<file path="src/rtl/apb2axi_write_resp_handler.sv">
// apb2axi_write_resp_handler
//
// Tracks AXI write tags between the AW handshake and the matching B
// response. Each tag is forwarded to a completion FIFO exactly once, either
// with the real B response or with a synthesized SLVERR timeout entry.
// Protocol violations are flagged with one-cycle error pulses.
//
// Ports
//   aclk, aresetn              clock, synchronous active-low reset
//   awvalid, awready, awid     snooped AW handshake
//   bvalid, bid, bresp, bready AXI B channel (bready driven here)
//   cpl_push_vld/rdy/data      completion FIFO push, data = {tag, resp, timeout}
//   outstanding_cnt            tags still awaiting B or a timeout completion
//   idle                       nothing tracked and no completion held
//   err_dup_aw, err_unexp_b    one-cycle error pulses

module apb2axi_write_resp_handler #(
  parameter int TAG_NUM  = 8,
  parameter int AXI_ID_W = 4,
  parameter int TO_CYC   = 1024,
  parameter int TAG_W    = $clog2(TAG_NUM),
  parameter int CNT_W    = $clog2(TAG_NUM + 1)
) (
  input  logic                aclk,
  input  logic                aresetn,
  input  logic                awvalid,
  input  logic                awready,
  input  logic [AXI_ID_W-1:0] awid,
  input  logic [AXI_ID_W-1:0] bid,
  input  logic [1:0]          bresp,
  input  logic                bvalid,
  output logic                bready,
  output logic                cpl_push_vld,
  input  logic                cpl_push_rdy,
  output logic [TAG_W+2:0]    cpl_push_data,
  output logic [CNT_W-1:0]    outstanding_cnt,
  output logic                idle,
  output logic                err_dup_aw,
  output logic                err_unexp_b
);

  localparam int TMR_W = $clog2(TO_CYC);
  localparam logic [TMR_W-1:0] TMR_LAST = TMR_W'(TO_CYC - 1);

  logic [TAG_NUM-1:0] out_q, out_n;
  logic [TAG_NUM-1:0] pend_q, pend_n;
  logic [TMR_W-1:0]   timer_q [TAG_NUM];
  logic [TMR_W-1:0]   timer_n [TAG_NUM];
  logic               cpl_vld_q, cpl_vld_n;
  logic [TAG_W+2:0]   cpl_data_q, cpl_data_n;
  logic [CNT_W-1:0]   cnt_q, cnt_n;
  logic               dup_q, dup_n;
  logic               unexp_q, unexp_n;

  logic               cpl_free;
  logic               aw_fire, b_fire;
  logic               aw_in_range, b_in_range;
  logic [TAG_W-1:0]   aw_tag, b_tag, to_idx;
  logic               aw_ok, b_hit, to_load;
  logic [TAG_NUM-1:0] aw_set, b_clr, pend_clr, occ_n;

  // The completion register can take a new entry when empty or popping this
  // cycle, so B is accepted on exactly those cycles.
  assign cpl_free = !cpl_vld_q || cpl_push_rdy;
  assign bready   = cpl_free;
  assign aw_fire  = awvalid && awready;
  assign b_fire   = bvalid && cpl_free;

  // IDs wider than the tag space are legal only when the upper bits are zero.
  assign aw_in_range = (awid >> TAG_W) == '0;
  assign b_in_range  = (bid >> TAG_W) == '0;
  assign aw_tag      = awid[TAG_W-1:0];
  assign b_tag       = bid[TAG_W-1:0];

  // Legality is judged against the registered state only.
  assign aw_ok = aw_fire && aw_in_range && !out_q[aw_tag];
  assign b_hit = b_fire && b_in_range && out_q[b_tag];

  // Next-state computation: tag tracking, timers, completion register.
  always_comb begin
    out_n      = out_q;
    pend_n     = pend_q;
    timer_n    = timer_q;
    cpl_vld_n  = cpl_vld_q;
    cpl_data_n = cpl_data_q;
    aw_set     = '0;
    b_clr      = '0;
    pend_clr   = '0;
    to_idx     = '0;
    cnt_n      = '0;

    if (aw_ok) aw_set[aw_tag] = 1'b1;
    if (b_hit) b_clr[b_tag]   = 1'b1;

    // Lowest-numbered pending timeout wins; the loop runs high to low.
    for (int i = TAG_NUM - 1; i >= 0; i--) begin
      if (pend_q[i]) to_idx = TAG_W'(i);
    end
    to_load = cpl_free && !b_fire && (pend_q != '0);
    if (to_load) pend_clr[to_idx] = 1'b1;

    // Clears are applied before sets so a fresh timeout or AW on the same
    // tag in the same cycle survives.
    for (int i = 0; i < TAG_NUM; i++) begin
      if (pend_clr[i]) pend_n[i] = 1'b0;
      if (b_clr[i]) begin
        out_n[i] = 1'b0;
      end else if (out_q[i]) begin
        if (timer_q[i] == TMR_LAST) begin
          out_n[i]  = 1'b0;
          pend_n[i] = 1'b1;
        end else begin
          timer_n[i] = timer_q[i] + TMR_W'(1);
        end
      end
      if (aw_set[i]) begin
        out_n[i]   = 1'b1;
        timer_n[i] = '0;
      end
    end

    // A real B response takes priority over a synthesized timeout.
    if (b_hit) begin
      cpl_vld_n  = 1'b1;
      cpl_data_n = {b_tag, bresp, 1'b0};
    end else if (to_load) begin
      cpl_vld_n  = 1'b1;
      cpl_data_n = {to_idx, 2'b10, 1'b1};
    end else if (cpl_push_rdy) begin
      cpl_vld_n  = 1'b0;
    end

    occ_n = out_n | pend_n;
    for (int i = 0; i < TAG_NUM; i++) begin
      cnt_n = cnt_n + CNT_W'(occ_n[i]);
    end

    dup_n   = aw_fire && !aw_ok;
    unexp_n = b_fire && !b_hit;
  end

  // State registers with synchronous active-low reset.
  always_ff @(posedge aclk) begin
    if (!aresetn) begin
      out_q      <= '0;
      pend_q     <= '0;
      cpl_vld_q  <= 1'b0;
      cpl_data_q <= '0;
      cnt_q      <= '0;
      dup_q      <= 1'b0;
      unexp_q    <= 1'b0;
      for (int i = 0; i < TAG_NUM; i++) timer_q[i] <= '0;
    end else begin
      out_q      <= out_n;
      pend_q     <= pend_n;
      cpl_vld_q  <= cpl_vld_n;
      cpl_data_q <= cpl_data_n;
      cnt_q      <= cnt_n;
      dup_q      <= dup_n;
      unexp_q    <= unexp_n;
      for (int i = 0; i < TAG_NUM; i++) timer_q[i] <= timer_n[i];
    end
  end

  assign cpl_push_vld    = cpl_vld_q;
  assign cpl_push_data   = cpl_data_q;
  assign outstanding_cnt = cnt_q;
  assign idle            = (cnt_q == '0) && !cpl_vld_q;
  assign err_dup_aw      = dup_q;
  assign err_unexp_b     = unexp_q;

endmodule
</file>
<file path="config.mk">
export PLATFORM = sky130hd
export DESIGN_NAME = apb2axi_write_resp_handler
export DESIGN_NICKNAME = d
export VERILOG_FILES = /design/src/rtl/apb2axi_write_resp_handler.sv
export SDC_FILE = /design/constraint.sdc
export NUM_CORES = 1
export LEC_CHECK = 0
export BUFFER_PORTS_ARGS = -buffer_cell sky130_fd_sc_hd__buf_2
export CAP_MARGIN = 10
export CORE_MARGIN = 3
export CORE_UTILIZATION = 61
export CTS_CLUSTER_SIZE = 40
export DETAILED_ROUTE_END_ITERATION = 7
export PLACE_DENSITY = 0.79
export SLEW_MARGIN = 5
export SYNTH_ARGS = -nofsm -noshare
export SYNTH_HDL_FRONTEND = slang
export SYNTH_SLANG_ARGS = --single-unit
</file>
<file path="constraint.sdc">
create_clock -name aclk -period 9 [get_ports aclk]
set_input_delay 0.45 -clock aclk [delete_from_list [all_inputs] [get_ports aclk]]
set_output_delay 0.45 -clock aclk [all_outputs]
set_load 0.01 [all_outputs]
</file>
# Word-level counts from Yosys, hierarchy flattened
# Cells that the tools add are included.
# word_totals
mem_count	0
out_inout_bits	15
mem_bits_ro	0
ff_bits	109
latchBits	0
mem_bits_rw	0
# classes
add_sub_neg	15
reduce_logical	43
n_lt_le_gt_ge	6
n_mul	0
n_shift	0
mux	90
div_mod_pow	0
bitwise	18
n_eq_ne	8
# ops
op	count
adder 10 x 1 -> 10 bit (second input constant)	8
== test 10 bit (second input constant)	8
2-to-1 mux 1 bit	72
2-to-1 mux 3 bit	8
2-to-1 mux 8 bit	3
AND reduction 3 bit	8
OR reduction 2 bit	9
NOT 1 bit	17
adder 4 x 1 -> 4 bit	4
logical AND 1 bit	14
zero test 4 bit	3
< comparator 3 x 4 -> 1 bit (second input constant)	3
2-to-1 mux 6 bit	2
demux 1 bit (select 3 bit)	3
>= comparator 3 x 1 -> 1 bit (second input constant)	3
OR 8 bit	1
nonzero test 8 bit	1
binary-select mux 1 bit (select 3 bit)	2
zero test 1 bit	5
adder 3 x 1 -> 4 bit	1
adder 2 x 1 -> 3 bit	1
nonzero test 3 bit	1
adder 1 x 1 -> 2 bit	1
nonzero test 2 bit	1
logical OR 1 bit	1

# Longest topological paths before layout
# Gate-level depths: netlist (run 1).
# logic_depth
depth_word	25
ltp_mapped	16
ltp_nobuf	14

# Worst setup path before layout (run 1)
# OpenSTA, ideal clock, no wires.
# synth_timing
path_type	input-to-reg
start	input port bid[0]
end	register cnt_q[2], in the netlist outstanding_cnt[2]
slack_ps	4915
arrival_time_ps	3957
setup_time_ps	128
stages	16
n_path_buf	2
path_cell_list	buf_6 -> mux2i_1 -> o22ai_2 -> buf_2 -> o21ai_1 -> nand2_1 -> and3_1 -> fa_1 -> fa_1 -> fa_1 -> inv_1 -> ha_1 -> inv_1 -> fa_1 -> xor2_1 -> nor2_1
# synth_between
elab_chain_len	15
elab_cells_between_ends	41
classes_between	add/sub: 7; order compare: 2; mux: 29; bitwise: 1; reduce/logical: 2
# synth_rtl
element	line	rtl
start, declared	29	input logic [AXI_ID_W-1:0] bid,
< comparator 3 x 4 -> 1 bit (not written as such) / >= comparator 3 x 1 -> 1 bit (equally long branches)	93	if (b_hit) b_clr[b_tag] = 1'b1;
logical AND 1 bit (not written as such)	93	
2-to-1 mux 1 bit (not written as such)	93	
demux 1 bit (select 3 bit)	93	
2-to-1 mux 8 bit (*)	93	
2-to-1 mux 1 bit	106	if (b_clr[i]) begin
2-to-1 mux 1 bit	116	if (aw_set[i]) begin
OR 8 bit (*)	133	occ_n = out_n | pend_n;
adder 1 x 1 -> 2 bit	135	cnt_n = cnt_n + CNT_W'(occ_n[i]);
adder 2 x 1 -> 3 bit	135	
adder 3 x 1 -> 4 bit	135	
adder 4 x 1 -> 4 bit (3 in a row)	135	
adder 4 x 1 -> 4 bit (*)	135	
end signal, assigned	158	cnt_q <= cnt_n;
end, declared	51	logic [CNT_W-1:0] cnt_q, cnt_n;
# Mark *: on every way between the ends. The rest lies on a longest branch, timed or not. The select of a mux whose other input is x is not followed.
# A chain may end at the register's enable or synchronous reset.

# Final worst setup path (run 1)
# layout_timing
start	register out_q[6]
end	register cnt_q[2], in the netlist outstanding_cnt[2]
# layout_between
elab_chain_len	14
elab_cells_between_ends	43
classes_between	add/sub: 7; mux: 32; bitwise: 1; reduce/logical: 3
# layout_rtl
element	line	rtl
start, declared	45	logic [TAG_NUM-1:0] out_q, out_n;
start signal, assigned	154	out_q <= out_n;
binary-select mux 1 bit (select 3 bit) (on tied branches)	77, 76	
2-to-1 mux 1 bit (on tied branches)	77, 76	
logical AND 1 bit / zero test 1 bit (equally long branches)	77, 76	
2-to-1 mux 8 bit / logical AND 1 bit (equally long branches)	93, 76	
2-to-1 mux 1 bit / 2-to-1 mux 8 bit (equally long branches)	106, 92	
2-to-1 mux 1 bit	116	
OR 8 bit (*)	133	
adder 1 x 1 -> 2 bit	135	
adder 2 x 1 -> 3 bit	135	
adder 3 x 1 -> 4 bit	135	
adder 4 x 1 -> 4 bit (3 in a row)	135	
adder 4 x 1 -> 4 bit (*)	135	
# Marked as above.

==> metrics, run 1 <==
total core area between 9000 and 10000 sq um; Total GRT Usage 0.255; # rows 35; synthesized area 5940 sq um; routed vias 5697; Root Driver clkbuf_8; post-placement cell count 859; first-pass GRT wire length roughly 23 mm; leakage power 2.24 nW; syn_nets 762; CP cell instances mux2i_1 > o22ai_2 > o2111ai_1 > a21oi_1 > fa_1 > fa_1 > fa_1 > inv_1 > ha_1 > inv_1 > fa_1 > xor2_1 > nor2_1; PwrDens 132 nW/um^2; 1st-iter DRT viols 338; drt first pass iters 5; setup bufs post-CTS 0; RR Startpoint out_q[6]; Final Power 0.831 mW; CP Max Fanout 19; worst path buffer plus inverter count 2; Synth async-reset ratio 0; routability cong. slightly below 0.9; grt ovf 0; Yosys top cell by area dfxtp_1; commonest cells after routing, fill and taps aside 109 x dfxtp_1, 85 x a21oi_1, 68 x nand2_1; critical path type reg -> reg; Area Growth Syn to Fin 6.26%; I/O Pins 31; initial antenna violation count 0; run status complete, no violations; Yosys cell types 62; cts bufs inserted 9; Nets 772; Max IR drop VDD 126 uV; Critical Path Start out_q[6]; RSZ-0062 raised after global routing no; Worst-path clk slew ~100 ps; CTS Buffer Depth 2; CTS tree yes; Clock Latency Late Sink 380 ps; Mapped Cells 731; routed wire length 14.0 mm; Slew headroom 0.296; Hold Crit Start awready; worst path arrival time around 5000 ps; Starting Density 0.634; final hold vios 0; commonest non-fill, non-tap cell in the layout dfxtp_1; ant diodes 0; skew final approximately 11 ps; drt wl/cell 16.0 microns; Synth top area share 0.367; Tcrit/Tclk final 0.520; vias in the first global route 5167; Seq cells post-synth 109; Slowest-stage cell, CP o22ai_2; CP dominant cell by count fa_1; sequential-to-total area share from yosys stat 0.367; Layout Cells excl Fill 875; DRT antenna net count 0; Warnings, synthesis 0; Final Max Slew Viols 0; number of remaining DRC errors 0; CP startpoint kind flop; HP Class in -> reg; Port Buf Inserts 30; CP top delay family adder cells; number of synthesized flops with an enable pin 0; # resized after CTS 0; CTS Hold Buffers Added 0; routed vias/inst 6.51; DP Wirelength 9.96 mm; Req. time, crit path between 9000 and 10000 ps; Setup TNS 0 ps; CTS Sinks 109; Synth Area per Inst 8.12 sq um; largest cells by area after synthesis dfxtp_1 37%, a21oi_1 7.2%, or4_1 4.4%; Top FF cell, synth dfxtp_1; layout cell share with drive strength beyond 1 0.0764; # H-tree levels 3; Final Util 0.673; Die H 105 microns; Crit. End Element flop; largest net degree at the start of global routing 26; slew at the pin closest to its max-slew limit 1050 ps; min Tclk post-route between 4000 and 5000 ps; Max Clk Rate 0.214 GHz; die width 105 microns; Max Cap Viol 0; Crit path largest cell delay 680 ps; final setup fails 0; Total Die Area 11000 sq um
-- power by group --
group | internal, mW | switching, mW
clock | 0.137 | 0.166
sequential | 0.484 | 0.00244
combinational | 0.0129 | 0.0276
-- kinds of logic (layout without fill, tap and decap cells) --
group / count (synthesis) / count (layout) / share of synthesized area
simple gates: 332 / 332 / 0.311
compound gates: 217 / 217 / 0.230
flops: 109 / 109 / 0.367
buf+inv: 47 / 62 / 0.0350
fa+ha+maj: 15 / 15 / 0.0367
mux: 10 / 10 / 0.0190
xor+xnor: 1 / 1 / 0.00148
-- worst paths after layout --
check / slack, ps / to / cells past startpoint
hold / removal: 350 / err_dup_aw / 3
setup / recovery: 4320 / outstanding_cnt[2] / 13
setup reg to reg: 4320 / outstanding_cnt[2] / 13
hold reg to reg: 480 / timer_q[29] / 1
-- state kept, by name, summed over array words and instances (netlist names) --
signal	count
pend_q	8
err_unexp_b	1
outstanding_cnt	4
err_dup_aw	1
out_q	8
cpl_push_vld	1
timer_q	80
cpl_push_data	6
-- cell usage after synthesis (4+ instances only) --
library cell and instances:
o21ai_1 4, inv_1 13, a211oi_1 6, a21oi_1 85
buf_2 13, o31ai_1 29, clkbuf_1 16, or3_1 37
nor4_1 6, fa_1 4, o211ai_1 8, dfxtp_1 109
nand2b_1 9, mux2i_1 9, and2_1 17, nand4_1 24
o21ai_0 44, nor2b_1 4, nand3_1 46, nor2_1 31
or4_1 35, nand2_1 68, and3_1 25, o41ai_1 4
ha_1 11, and4_1 6, nor3_1 11, o211a_1 4
-- final cells by class --
| cell class | count | area [sq um] |
|---|---|---|
| clock buffer | 11 | 141 |
| clock inverter | 5 | 58.8 |
| fill | 813 | 3060 |
| inverter | 14 | 52.6 |
| multi-input combinational | 575 | 3550 |
| sequential | 109 | 2180 |
| tap | 129 | 161 |
| timing repair buffer | 32 | 165 |
-- worst min-delay path, cell delays in order --
cell,delay (ps)
buf_2,120
nand2_1,70
nor3_1,50
-- stage by stage --
stage               cell area, sq um  setup WS, ps  hold WS (ps)
floorplan                       5940          4920           431
global placement                6110          4380           445
detailed placement              6110          4240           459
CTS                             6310          4380           343
global route                    6310          4060           344
finish                          6310          4320           353
-- layer usage --
metal	vias to the layer above	global-route usage	part of all wire	routed length, microns
met4	0	0.0731	0.021	299
met3	25	0.0420	0.047	655
met5	-	0	0	0
met2	155	0.442	0.48	6760
met1	2699	0.327	0.45	6270
li1	2818	-	-	-
Note: power is estimated with default switching activity, not from simulation.
==> run 2, diff against run 1 <==
- ABC_AREA: unset -> 1
- CORE_UTILIZATION: 61 -> 56
- PLACE_DENSITY: 0.79 -> 0.77
- clock period: 9 -> 4.3 ns (I/O delays scaled with it)
==> run 2 against run 1 <==
Effect of this change: wire length is 6.3% lower; total power is 130% higher; die area is 13% higher; global-route usage is 3.3 points lower; count of clock-buffer cells in the layout is 1 lower; sequential share of layout area is 2.0 points lower; sequential power is 110% higher; via count is 1.3% lower; critical path type unchanged; largest power group unchanged.
==> metrics, run 2 <==
routability cong. about 0.92; CTS Sinks 109; top flop regs timer_q (80), out_q (8), pend_q (8); post-placement cell count 1063; Max Cap Viol 0; most common cell in the netlist nand2_1; largest net degree at the start of global routing 24; Slew headroom 0.481; Layout Cells excl Fill 1079; # rows 37; Final Cell Area 6700 sq um; Max Clk Rate between 0.2 and 0.3 GHz; Mapped Cells 912; multi-input gate area in the final layout 3500 sq um; Tcrit/Tclk final 0.909; commonest non-fill, non-tap cell in the layout nand2_1; Port Buf Inserts 30; I/O Pins 31; routed vias/inst 5.21; run status complete, no violations; setup bufs post-CTS 0; min Tclk post-route 3910 ps; CP top delay family adder cells; Total GRT Usage 0.222; Fill cells 956; final hold vios 0; Final Max Slew Viols 0; Die H 111 microns; CTS Buffer Depth 2; NetSw 0.426 mW; Total Die Area 12300 sq um; Nets 969; Crit path largest cell delay 530 ps; smallest hold slack 81.7 ps; RSZ-0062 raised after global routing no; 1st-iter DRT viols 472; CP cell instances ha_1 > nand2_1 > nor2_1 > nand2_1 > o21ai_0 > inv_1 > nand2_2 > nand2_1 > nor2_1 > fa_1 > fa_1 > fa_1 > inv_1 > ha_1 > inv_1 > fa_1 > xor2_1 > nor2_1; CP dominant cell by count fa_1; cts bufs inserted 9; ant diodes 0; first-pass GRT wire length 23.3 mm; # resized after CTS 0; CP Max Fanout 5; Net Sw Frac 0.228; clock network fraction of design power 0.404; skew final 17.5 ps; synthesized area between 6000 and 7000 sq um; Top FF cell, synth dfxtp_1; Area Growth Syn to Fin 8.42%; vias in the first global route 5126; CP startpoint kind flop; Synth async-reset ratio 0; die width 111 microns; Req. time, crit path 4570 ps; sequential-to-total area share from yosys stat 0.353; Biggest register timer_q; Seq pwr share 0.544; routed wire length 13.1 mm; Slowest-stage cell, CP fa_1; Seq cells post-synth 109; slew at the pin closest to its max-slew limit 777 ps; worst path arrival time 4180 ps; Comb pwr share 0.051; grt ovf 0; leakage power 2.72 nW; Crit. End Element flop; register area 2180 sq um; critical path type reg -> reg; Starting Density 0.588; DRT antenna net count 0; total core area 10500 sq um; syn_nets roughly 940; layout cell share with drive strength beyond 1 0.0944; Root Driver clkbuf_8; Yosys cell types 29; CTS tree yes; number of synthesized flops with an enable pin 0; placed instance area 6450 sq um; Clock Latency Late Sink 400 ps; CTS Hold Buffers Added 0; final setup fails 0; drt wl/cell 12.1 microns; number of remaining DRC errors 0; drt first pass iters 5; # H-tree levels 3; Synth Area per Inst 6.78 sq um; initial antenna violation count 0; commonest cells after routing, fill and taps aside 221 x nand2_1, 143 x nand3_1, 109 x dfxtp_1; Yosys top cell by area dfxtp_1; Worst-path clk slew 110 ps; most frequent cells after synthesis 221 x nand2_1, 143 x nand3_1, 109 x dfxtp_1; Setup TNS 0 ps; Max IR drop VDD 262 uV; Synth top area share 0.353; HP Class in -> reg; max FFs per register 80; internal power 1.44 mW; PwrDens 279 nW/um^2; largest cells by area after synthesis dfxtp_1 35%, nand2_1 13%, nand3_1 12%; worst path buffer plus inverter count 3; DP Wirelength roughly 9 mm; Warnings, synthesis 0; routed vias 5622
-- run 2: per-stage QoR --
step	worst slack, ps	power [mW]	util
2_1_floorplan	500	1.11	-
3_5_place_dp	320	1.14	0.614
3_3_place_gp	359	1.14	0.614
4_1_cts	315	1.90	0.637
6_report	392	1.87	0.638
5_1_grt	62.4	1.94	0.638
-- run 2: path summary, 6_finish.rpt --
path	start	to	slack, ps	depth (start not counted)
setup / recovery	timer_q[70]	outstanding_cnt[2]	390	18
hold / removal	bresp[1]	cpl_push_data[2]	80	3
hold reg to reg	timer_q[59]	timer_q[59]	470	2
setup reg to reg	timer_q[70]	outstanding_cnt[2]	390	18
-- run 2: final cells by class --
type | instances | share of cell area
clock buffer | 10 | 0.0205
inverter | 89 | 0.0498
multi-input combinational | 683 | 0.522
clock inverter | 6 | 0.0164
tap | 136 | 0.0254
timing repair buffer | 46 | 0.0403
sequential | 109 | 0.326
-- run 2: per-layer routing --
layer,routed length [microns],GRT usage
met2,6150,0.362
met1,6380,0.293
met3,350,0.0437
met4,227,0.0803
met5,0,0
-- run 2: cells by family (layout without fill, tap and decap cells) --
logic type | after synthesis | count (layout) | synth area share
AO/OA/AOI/OAI | 114 | 114 | 0.0937
XOR/XNOR | 58 | 58 | 0.0822
adder cells (fa/ha/maj) | 15 | 15 | 0.0352
buffers and inverters | 120 | 151 | 0.0824
flip-flops | 109 | 109 | 0.353
AND/OR/NAND/NOR | 496 | 496 | 0.354
-- run 2: worst reg2reg max path: stages (launching register included) --
cell and delay, ps:
dfxtp_1 400, ha_1 200, nand2_1 90, nor2_1 180
nand2_1 120, o21ai_0 150, inv_1 80, nand2_2 70
nand2_1 50, nor2_1 150, fa_1 440, fa_1 530
fa_1 480, inv_1 70, ha_1 170, inv_1 60
fa_1 370, xor2_1 130, nor2_1 50
-- run 2: power by group through the flow --
stage | logic [mW] | clock network [mW] | registers [mW]
floorplan | 0.0635 | 0 | 1.04
global placement | 0.0958 | 0 | 1.04
detailed placement | 0.0963 | 0 | 1.04
CTS | 0.0964 | 0.781 | 1.02
global route | 0.109 | 0.810 | 1.02
finish | 0.0962 | 0.756 | 1.02
